$ cat src/rtl/codec_pkg.sv
// -----------------------------------------------------------------------------
// codec_pkg
// Shared definitions for the audio codec power-up sequencer:
//   - state_t      : sequencer state codes, also shown on the debug display
//   - REG_*        : WM8731 control register addresses
//   - pack_word    : builds the 16-bit control word {reg_addr[6:0], reg_data[8:0]}
// -----------------------------------------------------------------------------
package codec_pkg;

    typedef enum logic [3:0] {
        ST_POWERUP   = 4'd0,
        ST_ISSUE     = 4'd1,
        ST_WAIT_DONE = 4'd2,
        ST_GAP       = 4'd3,
        ST_READY     = 4'd4,
        ST_FAIL      = 4'd5
    } state_t;

    // WM8731 register map
    localparam logic [6:0] REG_LINVOL = 7'h00;
    localparam logic [6:0] REG_RINVOL = 7'h01;
    localparam logic [6:0] REG_LHPOUT = 7'h02;
    localparam logic [6:0] REG_RHPOUT = 7'h03;
    localparam logic [6:0] REG_APANA  = 7'h04;
    localparam logic [6:0] REG_APDIGI = 7'h05;
    localparam logic [6:0] REG_PWR    = 7'h06;
    localparam logic [6:0] REG_DAIF   = 7'h07;
    localparam logic [6:0] REG_SAMPLE = 7'h08;
    localparam logic [6:0] REG_ACTIVE = 7'h09;
    localparam logic [6:0] REG_RESET  = 7'h0F;

    function automatic logic [15:0] pack_word(input logic [6:0] addr, input logic [8:0] data);
        return {addr, data};
    endfunction

endpackage

$ cat src/rtl/codec_reg_rom.sv
// -----------------------------------------------------------------------------
// codec_reg_rom
// Combinational table of codec register writes issued at power-up.
// Entry 0 resets the codec; the last entry (NUM_REGS-1) always activates the
// digital interface, so the codec only starts once everything else is set up.
// Ports:
//   i_index  in  4   table entry to read
//   o_word   out 16  packed {reg_addr[6:0], reg_data[8:0]}
// -----------------------------------------------------------------------------
module codec_reg_rom
    import codec_pkg::*;
#(
    parameter int NUM_REGS = 10
) (
    input  logic [3:0]  i_index,
    output logic [15:0] o_word
);

    localparam logic [3:0] LAST_INDEX = 4'(NUM_REGS - 1);

    always_comb begin
        // Unused slots fall back to a harmless "all blocks powered" write.
        o_word = pack_word(REG_PWR, 9'h000);
        if (i_index == LAST_INDEX) begin
            o_word = pack_word(REG_ACTIVE, 9'h001);
        end else begin
            case (i_index)
                4'd0:    o_word = pack_word(REG_RESET,  9'h000);
                // Power everything except the output stage until the end,
                // avoiding pops while the analog path is being configured.
                4'd1:    o_word = pack_word(REG_PWR,    9'h010);
                // Line-in 0 dB, unmuted, applied to both channels (bit 8).
                4'd2:    o_word = pack_word(REG_LINVOL, 9'h117);
                // Headphone 0 dB, zero-cross, both channels.
                4'd3:    o_word = pack_word(REG_LHPOUT, 9'h179);
                // DAC selected to output, mic muted.
                4'd4:    o_word = pack_word(REG_APANA,  9'h012);
                // De-emphasis off, DAC soft-mute off.
                4'd5:    o_word = pack_word(REG_APDIGI, 9'h000);
                // Slave mode, I2S format, 24-bit words.
                4'd6:    o_word = pack_word(REG_DAIF,   9'h00A);
                // Normal mode, 48 kHz.
                4'd7:    o_word = pack_word(REG_SAMPLE, 9'h000);
                // Now power the output stage as well.
                4'd8:    o_word = pack_word(REG_PWR,    9'h000);
                default: o_word = pack_word(REG_PWR,    9'h000);
            endcase
        end
    end

endmodule

$ cat src/rtl/codec_init_sequencer.sv
// -----------------------------------------------------------------------------
// codec_init_sequencer
// Power-up configuration controller for the audio codec. After a power-up
// delay it walks the register table, issuing each write to the I2C master via
// a req/done handshake, retrying NACKed or timed-out writes, and finally
// raises o_codec_ready (or o_init_fail when an entry runs out of retries).
// Ports:
//   i_clk           in   1   slow system clock (1 MHz)
//   i_rst_n         in   1   asynchronous active-low reset
//   i_restart       in   1   pulse: re-run the table, honoured in READY/FAIL
//   i_i2c_busy      in   1   I2C master mid-transaction
//   i_i2c_done      in   1   1-cycle pulse, transaction finished
//   i_i2c_ack_err   in   1   valid with done, 1 = slave NACK
//   o_i2c_req       out  1   1-cycle transaction request
//   o_i2c_dev_addr  out  7   codec I2C address
//   o_i2c_word      out  16  {reg_addr, reg_data} for the current entry
//   o_codec_ready   out  1   whole table written
//   o_init_fail     out  1   an entry exhausted its retries
//   o_write_index   out  4   current table entry
//   o_state_info    out  4   state code for the debug display
// -----------------------------------------------------------------------------
module codec_init_sequencer
    import codec_pkg::*;
#(
    parameter int          NUM_REGS     = 10,
    parameter logic [6:0]  DEVICE_ADDR  = 7'h1A,
    parameter logic [31:0] POWERUP_WAIT = 32'd1000,
    parameter logic [15:0] GAP_CYCLES   = 16'd16,
    parameter logic [15:0] TIMEOUT      = 16'd2000,
    parameter int          MAX_RETRIES  = 3
) (
    input  logic        i_clk,
    input  logic        i_rst_n,
    input  logic        i_restart,
    input  logic        i_i2c_busy,
    input  logic        i_i2c_done,
    input  logic        i_i2c_ack_err,
    output logic        o_i2c_req,
    output logic [6:0]  o_i2c_dev_addr,
    output logic [15:0] o_i2c_word,
    output logic        o_codec_ready,
    output logic        o_init_fail,
    output logic [3:0]  o_write_index,
    output logic [3:0]  o_state_info
);

    localparam logic [3:0] LAST_INDEX  = 4'(NUM_REGS - 1);
    localparam logic [2:0] RETRY_LIMIT = 3'(MAX_RETRIES);

    state_t      r_state, w_state_next;
    logic [31:0] r_cnt, w_cnt_next;
    logic [3:0]  r_index, w_index_next;
    logic [2:0]  r_retry, w_retry_next;
    logic        r_req, w_req_next;
    logic [15:0] r_word, w_word_next;
    logic        r_ready, w_ready_next;
    logic        r_fail, w_fail_next;

    logic [15:0] w_rom_word;
    logic        w_powerup_done;
    logic        w_gap_done;
    logic        w_timeout;

    codec_reg_rom #(
        .NUM_REGS (NUM_REGS)
    ) u_rom (
        .i_index (r_index),
        .o_word  (w_rom_word)
    );

    // One shared counter serves POWERUP, WAIT_DONE and GAP; it is cleared on
    // every state entry that uses it. Comparisons are ">=" so a zero-length
    // setting degenerates to a single cycle instead of wrapping.
    assign w_powerup_done = ({1'b0, r_cnt} + 33'd1) >= {1'b0, POWERUP_WAIT};
    assign w_gap_done     = (r_cnt + 32'd1) >= {16'd0, GAP_CYCLES};
    // The counter is 0 in the req cycle; the write fails on the edge where the
    // incremented count reaches TIMEOUT-1, so a req repeats every
    // TIMEOUT+GAP_CYCLES cycles when the master never answers.
    assign w_timeout      = (r_cnt + 32'd2) >= {16'd0, TIMEOUT};

    always_ff @(posedge i_clk or negedge i_rst_n) begin
        if (!i_rst_n) begin
            r_state <= ST_POWERUP;
            r_cnt   <= '0;
            r_index <= '0;
            r_retry <= '0;
            r_req   <= 1'b0;
            r_word  <= '0;
            r_ready <= 1'b0;
            r_fail  <= 1'b0;
        end else begin
            r_state <= w_state_next;
            r_cnt   <= w_cnt_next;
            r_index <= w_index_next;
            r_retry <= w_retry_next;
            r_req   <= w_req_next;
            r_word  <= w_word_next;
            r_ready <= w_ready_next;
            r_fail  <= w_fail_next;
        end
    end

    always_comb begin
        w_state_next = r_state;
        w_cnt_next   = r_cnt;
        w_index_next = r_index;
        w_retry_next = r_retry;
        w_req_next   = 1'b0;
        w_word_next  = r_word;
        w_ready_next = r_ready;
        w_fail_next  = r_fail;

        case (r_state)
            ST_POWERUP: begin
                if (w_powerup_done) begin
                    w_cnt_next   = '0;
                    w_state_next = ST_ISSUE;
                end else begin
                    w_cnt_next = r_cnt + 32'd1;
                end
            end

            ST_ISSUE: begin
                // The word is loaded on the same edge that raises req, so it
                // is stable for the master for the whole transaction.
                w_word_next = w_rom_word;
                if (!i_i2c_busy) begin
                    w_req_next   = 1'b1;
                    w_cnt_next   = '0;
                    w_state_next = ST_WAIT_DONE;
                end
            end

            ST_WAIT_DONE: begin
                w_cnt_next = r_cnt + 32'd1;
                // done is tested first so it wins over a coincident timeout.
                if (i_i2c_done && !i_i2c_ack_err) begin
                    w_retry_next = '0;
                    w_cnt_next   = '0;
                    if (r_index == LAST_INDEX) begin
                        w_ready_next = 1'b1;
                        w_state_next = ST_READY;
                    end else begin
                        w_index_next = r_index + 4'd1;
                        w_state_next = ST_GAP;
                    end
                end else if (i_i2c_done || w_timeout) begin
                    w_cnt_next = '0;
                    if (r_retry < RETRY_LIMIT) begin
                        w_retry_next = r_retry + 3'd1;
                        w_state_next = ST_GAP;
                    end else begin
                        w_fail_next  = 1'b1;
                        w_state_next = ST_FAIL;
                    end
                end
            end

            ST_GAP: begin
                if (w_gap_done) begin
                    w_cnt_next   = '0;
                    w_state_next = ST_ISSUE;
                end else begin
                    w_cnt_next = r_cnt + 32'd1;
                end
            end

            ST_READY, ST_FAIL: begin
                // The codec is already powered, so a restart skips POWERUP.
                if (i_restart) begin
                    w_ready_next = 1'b0;
                    w_fail_next  = 1'b0;
                    w_index_next = '0;
                    w_retry_next = '0;
                    w_cnt_next   = '0;
                    w_state_next = ST_ISSUE;
                end
            end

            default: begin
                w_state_next = ST_POWERUP;
                w_cnt_next   = '0;
            end
        endcase
    end

    assign o_i2c_req      = r_req;
    assign o_i2c_dev_addr = DEVICE_ADDR;
    assign o_i2c_word     = r_word;
    assign o_codec_ready  = r_ready;
    assign o_init_fail    = r_fail;
    assign o_write_index  = r_index;
    assign o_state_info   = r_state;

endmodule
$ cat config.mk
export PLATFORM = sky130hd
export DESIGN_NAME = codec_init_sequencer
export DESIGN_NICKNAME = d
export VERILOG_FILES = /design/src/rtl/codec_pkg.sv /design/src/rtl/codec_reg_rom.sv /design/src/rtl/codec_init_sequencer.sv
export SDC_FILE = /design/constraint.sdc
export NUM_CORES = 1
export LEC_CHECK = 0
export ABC_CLOCK_PERIOD_IN_PS = 3700
export CAP_MARGIN = 20
export CORE_AREA = 2 2 91 93
export CTS_BUF_LIST = sky130_fd_sc_hd__clkbuf_8
export CTS_CLUSTER_SIZE = 14
export DETAILED_ROUTE_END_ITERATION = 8
export DIE_AREA = 0 0 93 95
export PLACE_DENSITY = 0.75
export RECOVER_POWER = 25
export SYNTH_ARGS = -nofsm -noshare
export SYNTH_HDL_FRONTEND = slang
export SYNTH_SLANG_ARGS = --single-unit
$ cat constraint.sdc
create_clock -name i_clk -period 3.7 [get_ports i_clk]
set_input_delay 0.74 -clock i_clk [delete_from_list [all_inputs] [get_ports i_clk]]
set_output_delay 0.74 -clock i_clk [all_outputs]
set_load 0.005 [all_outputs]
==> flow_summary.yaml, run 1 <==
global_routing:
  grt_antenna_before_repair: 0
  grt.total_usage_pct: 25.8
  grt_pass1_wl_um: 18000
  grt_pass1_vias: 3552
  overflow: 0
  grt_max_degree: 33
run_status:
  violations: "max-capacitance violations, max-slew violations"
  status: "complete, but fails checks"
routing:
  ant_nets: 0
  wl_um: 10900
  drc_errors: 0
  dr.pass1.iters: 5
  viasPerCell: 6.29
  vias: 3837
  wl_per_cell_um: 17.8
  detail_route.iter0.violations: 375
clocking:
  postCtsResizedCells: 0
  clock-sinks: 56
  postCtsSetupBuffers: 0
  cts-root-buf: "clkbuf_8"
  insertion_delay_ns: 0.32
  clk_transition_reported_paths_ns: 0.11
  htreeDepth: 2
  cts_buffers: 5
  clock_path_buffers: 2
  cts_hold_buf: 0
  cts_tree: "built"
worst_setup_path:
  regToRegSetupSlack_ns: 0.27
  crit_type: "flop to flop"
  cp.arrival_ns: 3.69
  start_kind: "flop"
  crit_path_end_kind: "flop"
  cp.required_ns: 3.96
  critPathMaxFanout: 16
synthesis:
  ys_ff_latch: 56
  synth_edf_count: 0
  synth-main-ff-cell: "dfrtp_1"
  yosysSeqAreaShare_pct: 33.4
  synthArstFlopShare_pct: 100
  syn-mean-instance-area_um2: 8.55
  synth.distinct_cells: 78
  postSynthCellCount: 490
  yosysWarnings: 0
  synth_area_um2: 4190
layout:
  drive_gt1_share_pct: 10.3
  final_cells: 610
  diodes: 0
  multi_input_area_um2: 2440
  post-route-cell-area_um2: 4530
  area.sequential_um2: 1400
  nets: 522
  fill_cells: 767
  area_delta_synth_final_pct: 8.09
sta:
  post-route-period-util_pct: 92.8
  rsz0062_at_grt: "false"
  tns_ns: 0
  post-route-min-period_ns: 3.43
  worstMarginPinSlew_ns: 1.75
  finalMaxSlewViolations: 33
  finalHoldViolCount: 0
  fmax_mhz: 291
  slew_headroom_pct: -16.7
  setup_violations: 0
  clock_skew_ns: 0.0122
floorplanning:
  initial_utilization_pct: 52.9
  core_area_um2: 7930
  rows: 33
  ios: 40
  dieArea_um2: 8840
  fp.dieW_um: 93
  fp.dieH_um: 95
power_and_ir_drop:
  power_leakage_nw: 1.93
  vdd_ir_drop_max_v: 0.000247
  finalPower_w: 0.00228
  powerDensity_nw_per_um2: 504
placement:
  portBuffers: 27
  hpwl_um: 8200
  postPlaceCellArea_um2: 4440
  dp_cells: 602
  routabilityCongestion: 0.948
min_path:
  hold_class: "flop to flop"
job:
  max_cap_viol_count: 1
cells in the final DEF (no fill, tap or decap), types with 12 or more instances in the layout:
cell type	synthesis	routed
clkdlybuf4s50_1	0	26
buf_4	16	17
o21ai_0	29	29
conb_1	2	12
xnor2_1	12	12
ha_1	12	12
nand2_1	50	50
nand4_1	23	23
a21oi_1	14	14
inv_1	13	13
and3_1	15	15
dfrtp_1	56	55
nor3_1	17	17
nor2_1	30	30
nand3_1	20	20
worst max-delay path: stages, from the launching register on:
cell,delay [ns]
dfrtp_1,0.49
ha_1,0.32
and3_1,0.39
nand3_1,0.20
o31a_1,0.35
nor4_4,0.26
nand4_1,0.11
or4_4,0.54
o21a_4,0.29
or3_1,0.32
o21ai_1,0.09
logic make-up after synthesis:
family	after synthesis	share of synthesized area [%]
adders and majority gates	12	3.58
xor gates and xnor gates	19	3.97
other	2	0.179
DFF	56	33.4
muxes	9	2.18
and+or+nand+nor	227	30.5
AOI/OAI and AO/OA	103	16.8
buffers and inverters	62	9.29
cells in the mapped netlist (10+ instances only):
library cell / n / area share (%)
nor2_1: 30 / 2.7
xnor2_1: 12 / 2.5
nor2b_1: 10 / 1.5
and3_1: 15 / 2.2
nand2_1: 50 / 4.5
dfrtp_1: 56 / 33
a21oi_1: 14 / 1.7
buf_4: 16 / 2.9
nor4_1: 10 / 1.5
ha_1: 12 / 3.6
o31ai_1: 11 / 2.0
inv_1: 13 / 1.2
o21ai_0: 29 / 3.5
nor3_1: 17 / 2.0
clkbuf_1: 15 / 1.3
nand3_1: 20 / 2.4
nand4_1: 23 / 3.4
metrics by stage:
stage	hold slack, ns	setup slack, ns	util, %
after floorplan	0.444	0.645	-
after global placement	0.455	0.390	56.0
after detailed placement	0.456	0.326	56.0
after CTS	0.414	0.297	57.1
after global routing	0.489	0.0135	57.1
final	0.473	0.268	57.1
area by class of cell:
class | count | area share (%)
inverter | 13 | 1.08
timing repair buffer | 46 | 9.17
tap | 105 | 2.90
multi-input combinational | 382 | 53.9
sequential | 56 | 31.0
clock buffer | 5 | 1.52
clock inverter | 3 | 0.470
routing by layer:
layer	track usage (%)	vias to the layer above	wire length, um
met5	0	-	0
met4	8.09	0	246
met3	2.95	29	910
met2	43.4	202	5160
met1	34.9	1813	4560
li1	-	1793	-
final timing paths:
| kind | startpoint | to | depth (start not counted) |
|---|---|---|---|
| setup reg to reg | r_cnt[0] | r_cnt[3] | 10 |
| hold reg to reg | o_i2c_word[12] | o_i2c_word[12] | 2 |
| hold / removal | o_i2c_word[12] | o_i2c_word[12] | 2 |
| setup / recovery | r_cnt[0] | r_cnt[3] | 10 |
| min in group asynchronous | i_rst_n | o_i2c_word[4] | 1 |
| max in group asynchronous | i_rst_n | r_cnt[2] | 2 |
flip-flops by register name, indices dropped and copies added, names as in the netlist:
name,cells
o_write_index,4
o_init_fail,1
o_i2c_word,11
r_retry,3
r_cnt,32
o_state_info,3
o_i2c_req,1
o_codec_ready,1
power breakdown:
group / switching [W] / internal, W / total, W
sequential: 0.000158 / 0.000740 / 0.000897
clock: 0.000221 / 0.000135 / 0.000356
combinational: 0.000554 / 0.000478 / 0.00103
Note: power is estimated with default switching activity, not from simulation.
==> run 2, diff against run 1 <==
--- a/config.mk
+++ b/config.mk
@@ -7,13 +7,14 @@
 export LEC_CHECK = 0
 export ABC_CLOCK_PERIOD_IN_PS = 3700
 export CAP_MARGIN = 20
-export CORE_AREA = 2 2 91 93
+export CORE_AREA = 4 4 93 95
 export CTS_BUF_LIST = sky130_fd_sc_hd__clkbuf_8
 export CTS_CLUSTER_SIZE = 14
 export DETAILED_ROUTE_END_ITERATION = 8
-export DIE_AREA = 0 0 93 95
+export DIE_AREA = 0 0 97 99
 export PLACE_DENSITY = 0.75
 export RECOVER_POWER = 25
+export SLEW_MARGIN = 25
 export SYNTH_ARGS = -nofsm -noshare
 export SYNTH_HDL_FRONTEND = slang
 export SYNTH_SLANG_ARGS = --single-unit
==> flow_summary.yaml, run 2 (synthesis results as in run 1) <==
layout:
  regMostFlops: "r_cnt"
  fill_cells: 703
  final_cell_mix: "56 x dfrtp_1, 50 x nand2_1, 30 x nor2_1"
  drive_gt1_share_pct: 9.58
  diodes: 0
  nets: 518
  area.sequential_um2: 1400
  largest_reg_flops: 32
  multi_input_area_um2: 2440
  post-route-cell-area_um2: 4510
  final_common_cell: "dfrtp_1"
  area_delta_synth_final_pct: 7.58
  utilization_pct: 58.3
sta:
  rsz0062_at_grt: "false"
  post-route-min-period_ns: 3.38
  tns_ns: 0
  setup_violations: 0
  finalHoldViolCount: 0
  finalMaxSlewViolations: 0
  setup_ws_ns: 0.322
  post-route-period-util_pct: 91.3
  fmax_mhz: 296
  slew_headroom_pct: 25.3
  clock_skew_ns: 0.0134
  worstMarginPinSlew_ns: 1.12
worst_setup_path:
  cp.required_ns: 3.95
  path_delay_family: "simple AND/OR/NAND/NOR gates"
  critPathMaxFanout: 16
  crit_type: "flop to flop"
  critPathMaxStageDelay_ns: 0.54
  path_cells: "ha_1, and3_2, nand3_1, o31a_1, nor4_4, nand4_1, or4_4, o21a_4, or3_1, o21ai_1"
  start_kind: "flop"
  crit_buf_inv: 0
  cp.arrival_ns: 3.63
  cpMaxStageDelayCell: "or4_4"
  crit_path_end_kind: "flop"
routing:
  viasPerCell: 6.29
  drc_errors: 0
  wl_per_cell_um: 17.8
  vias: 3792
  wl_um: 10700
  ant_nets: 0
  dr.pass1.iters: 5
  detail_route.iter0.violations: 332
run_status:
  status: "finished, final reports clean"
floorplanning:
  fp.dieW_um: 97
  rows: 32
  core_area_um2: 7730
  ios: 40
  initial_utilization_pct: 54.2
  fp.dieH_um: 99
  dieArea_um2: 9600
power_and_ir_drop:
  powerDensity_nw_per_um2: 515
  power_leakage_nw: 1.92
  vdd_ir_drop_max_v: 0.000219
global_routing:
  grt_antenna_before_repair: 0
  grt_pass1_vias: 3545
  grt_max_degree: 41
  overflow: 0
  grt.total_usage_pct: 22.6
  grt_pass1_wl_um: 17900
clocking:
  postCtsSetupBuffers: 0
  insertion_delay_ns: 0.32
  clock_path_buffers: 2
  htreeDepth: 2
  cts_buffers: 5
  clock-sinks: 56
  cts_tree: "built"
  postCtsResizedCells: 0
  clk_transition_reported_paths_ns: 0.11
  cts_hold_buf: 0
  cts-root-buf: "clkbuf_8"
placement:
  dp_slack_ns: 0.291
  portBuffers: 27
  hpwl_um: 8110
  routabilityCongestion: 0.955
  postPlaceCellArea_um2: 4390
min_path:
  hold_class: "flop to flop"
job:
  max_cap_viol_count: 0
run 2: cell types whose count changed in the layout (fill, tap and decap cells not counted):
cell	previous run	this run
dfrtp_1	55	56
bufinv_16	0	1
buf_12	1	0
dfrtp_2	1	0
and3_2	2	3
buf_4	17	14
clkinv_2	1	0
and3_1	15	14
run 2: path summary, 6_finish.rpt:
path,start,endpoint,slack (ns),cells after the start
max,r_cnt[0],r_cnt[3],0.32,10
min,o_i2c_word[9],o_i2c_word[9],0.48,2
max in group asynchronous,i_rst_n,r_cnt[22],1.39,3
min in group asynchronous,i_rst_n,o_i2c_word[9],0.60,1
max reg2reg,r_cnt[0],r_cnt[3],0.32,10
min reg2reg,o_i2c_word[9],o_i2c_word[9],0.48,2
run 2: layer usage:
layer | part of all wire (%) | track usage (%)
met1 | 43 | 29.6
met2 | 45 | 37.1
met3 | 7.6 | 3.54
met4 | 4.7 | 9.61
met5 | 0 | 0
run 2: power by group:
part	switching [W]	internal (W)
combinational	0.000559	0.000450
sequential	0.000159	0.000739
clock	0.000210	0.000204
total	0.000929	0.00139
run 2: worst reg2reg max path, cell delays in order (launching register included):
cell     delay (ns)
dfrtp_1        0.51
ha_1           0.33
and3_2         0.31
nand3_1        0.20
o31a_1         0.36
nor4_4         0.27
nand4_1        0.11
or4_4          0.54
o21a_4         0.29
or3_1          0.32
o21ai_1        0.08
run 2: final cells by class:
class	instances	share of cell area [%]
clock inverter	3	1.03
multi-input combinational	382	54.2
clock buffer	5	1.53
inverter	13	1.08
tap	102	2.83
timing repair buffer	42	8.27
sequential	56	31.1
run 2: metrics by stage:
step                      instances  hold slack (ns)  total power [W]
after detailed placement        594            0.458          0.00192
after global placement          594            0.454          0.00189
after floorplan                 500            0.444          0.00155
after CTS                       602            0.485          0.00233
after global routing            603            0.515          0.00251
final                           603            0.476          0.00232
==> run 3, diff against run 2 <==
--- a/config.mk
+++ b/config.mk
@@ -7,12 +7,12 @@
 export LEC_CHECK = 0
 export ABC_CLOCK_PERIOD_IN_PS = 3700
 export CAP_MARGIN = 20
-export CORE_AREA = 4 4 93 95
+export CORE_AREA = 4 4 115 117
 export CTS_BUF_LIST = sky130_fd_sc_hd__clkbuf_8
+export CTS_CLUSTER_DIAMETER = 50
 export CTS_CLUSTER_SIZE = 14
 export DETAILED_ROUTE_END_ITERATION = 8
-export DIE_AREA = 0 0 97 99
-export PLACE_DENSITY = 0.75
+export DIE_AREA = 0 0 119 121
 export RECOVER_POWER = 25
 export SLEW_MARGIN = 25
 export SYNTH_ARGS = -nofsm -noshare
==> flow_summary.yaml, run 3 (synthesis results as in run 1) <==
sta:
  finalHoldViolCount: 0
  post-route-min-period_ns: 3.45
  finalMaxSlewViolations: 35
  tns_ns: 0
  clock_skew_ns: 0.0204
  setup_violations: 0
  rsz0062_at_grt: "false"
  post-route-period-util_pct: 93.4
  worstMarginPinSlew_ns: 1.87
  fmax_mhz: 289
  slew_headroom_pct: -24.6
worst_setup_path:
  critPathMaxStageDelay_ns: 0.60
  crit_path_end_kind: "flop"
  cp.arrival_ns: 3.70
  crit_buf_inv: 0
  cpMaxStageDelayCell: "or4_1"
  r2r-start: "r_cnt[2]"
  startpoint: "r_cnt[2]"
  path_delay_family: "simple AND/OR/NAND/NOR gates"
  critPathMaxFanout: 16
  cp.required_ns: 3.95
  cpMostUsedCell: "nand4_1"
  path_cells: "ha_1, nand4_1, or4_1, nor3_1, xnor2_1, nand4_1, or4_4, o21a_4, or3_1, o21ai_1"
  start_kind: "flop"
  crit_type: "flop to flop"
global_routing:
  grt_antenna_before_repair: 0
  grt_max_degree: 35
  grt_pass1_wl_um: 18600
  grt_pass1_vias: 3448
  overflow: 0
  grt.total_usage_pct: 15.9
placement:
  hpwl_um: 8600
  routabilityCongestion: 0.968
  portBuffers: 27
layout:
  final_common_cell: "dfrtp_1"
  nets: 518
  fill_cells: 1282
  area_delta_synth_final_pct: 9.23
  final_cell_mix: "56 x dfrtp_1, 50 x nand2_1, 30 x nor2_1"
  drive_gt1_share_pct: 9.38
  regMostFlops: "r_cnt"
  largest_reg_flops: 32
  diodes: 0
  utilization_pct: 37.0
floorplanning:
  ios: 40
  fp.dieH_um: 121
  fp.dieW_um: 119
  rows: 41
  initial_utilization_pct: 33.9
  core_area_um2: 12400
  dieArea_um2: 14400
routing:
  ant_nets: 0
  vias: 3702
  wl_um: 11300
  wl_per_cell_um: 16.9
  viasPerCell: 5.50
  dr.pass1.iters: 6
  drc_errors: 0
  detail_route.iter0.violations: 323
clocking:
  htreeDepth: 2
  cts_hold_buf: 0
  cts_buffers: 5
  cts_tree: "built"
  cts-root-buf: "clkbuf_8"
  clock_path_buffers: 2
  insertion_delay_ns: 0.33
  postCtsSetupBuffers: 0
  postCtsResizedCells: 0
  clk_transition_reported_paths_ns: 0.13
  clock-sinks: 56
run_status:
  violations: "max-capacitance violations, max-slew violations"
  status: "complete, but fails checks"
job:
  max_cap_viol_count: 1
power_and_ir_drop:
  powerDensity_nw_per_um2: 505
  power_leakage_nw: 1.91
  vdd_ir_drop_max_v: 0.000189
min_path:
  hp-start: "o_i2c_word[12]"
  hold_class: "flop to flop"
## run 3: cell count changes in the layout (fill, tap and decap cells not counted)
| cell | change |
|---|---|
| inv_6 | +1 |
| bufinv_16 | -1 |
| or4_1 | +1 |
| inv_8 | +1 |
| or4_4 | -1 |
| and3_1 | +1 |
| clkinvlp_4 | -1 |
| buf_4 | +1 |
| clkbuf_1 | -1 |
| and3_2 | -1 |
## run 3: worst register-to-register path, stage by stage (launching register included)
cell	delay [ns]
dfrtp_1	0.51
ha_1	0.27
nand4_1	0.26
or4_1	0.60
nor3_1	0.28
xnor2_1	0.15
nand4_1	0.10
or4_4	0.54
o21a_4	0.29
or3_1	0.32
o21ai_1	0.07
## run 3: final cells by class
cell class	count	area, um^2	share of cell area, %
Inverter	13	48.8	1.07
Timing Repair Buffer	42	377	8.23
Clock inverter	3	28.8	0.629
Multi-Input combinational cell	382	2440	53.3
Tap cell	172	215	4.70
Clock buffer	5	68.8	1.50
Sequential cell	56	1400	30.6
## run 3: through the flow
step	power (W)	setup slack, ns	cell area [um^2]	hold WS [ns]	instances
finish	0.00231	0.245	4580	0.482	673
CTS	0.00234	0.306	4580	0.487	673
floorplan	0.00155	0.645	4230	0.444	500
global placement	0.00191	0.372	4480	0.456	665
detailed placement	0.00195	0.332	4480	0.463	665
global route	0.00249	0.0134	4580	0.523	673
## run 3: routing by layer
metal | vias up | GRT usage (%) | routed length [um] | part of all wire, %
met4 | 0 | 4.78 | 215 | 1.9
met2 | 147 | 25.3 | 5290 | 47
met3 | 22 | 3.08 | 649 | 5.7
met1 | 1756 | 22.1 | 5200 | 46
li1 | 1777 | - | - | -
met5 | - | 0 | 0 | 0
## run 3: where the power goes
group,total [W],internal (W),switching (W),leakage (nW)
Sequential,0.000892,0.000739,0.000153,0.748
Combinational,0.00103,0.000456,0.000576,1.11
Clock,0.000386,0.000144,0.000242,0.0511
## run 3: final timing paths
path	endpoint	slack, ns	depth (start not counted)
min in group asynchronous	o_i2c_word[0]	0.90	1
worst max register to register	r_cnt[3]	0.25	10
worst min register to register	o_i2c_word[12]	0.48	2
worst max-delay path	r_cnt[3]	0.25	10
max in group asynchronous	r_cnt[16]	1.62	2
worst min-delay path	o_i2c_word[12]	0.48	2
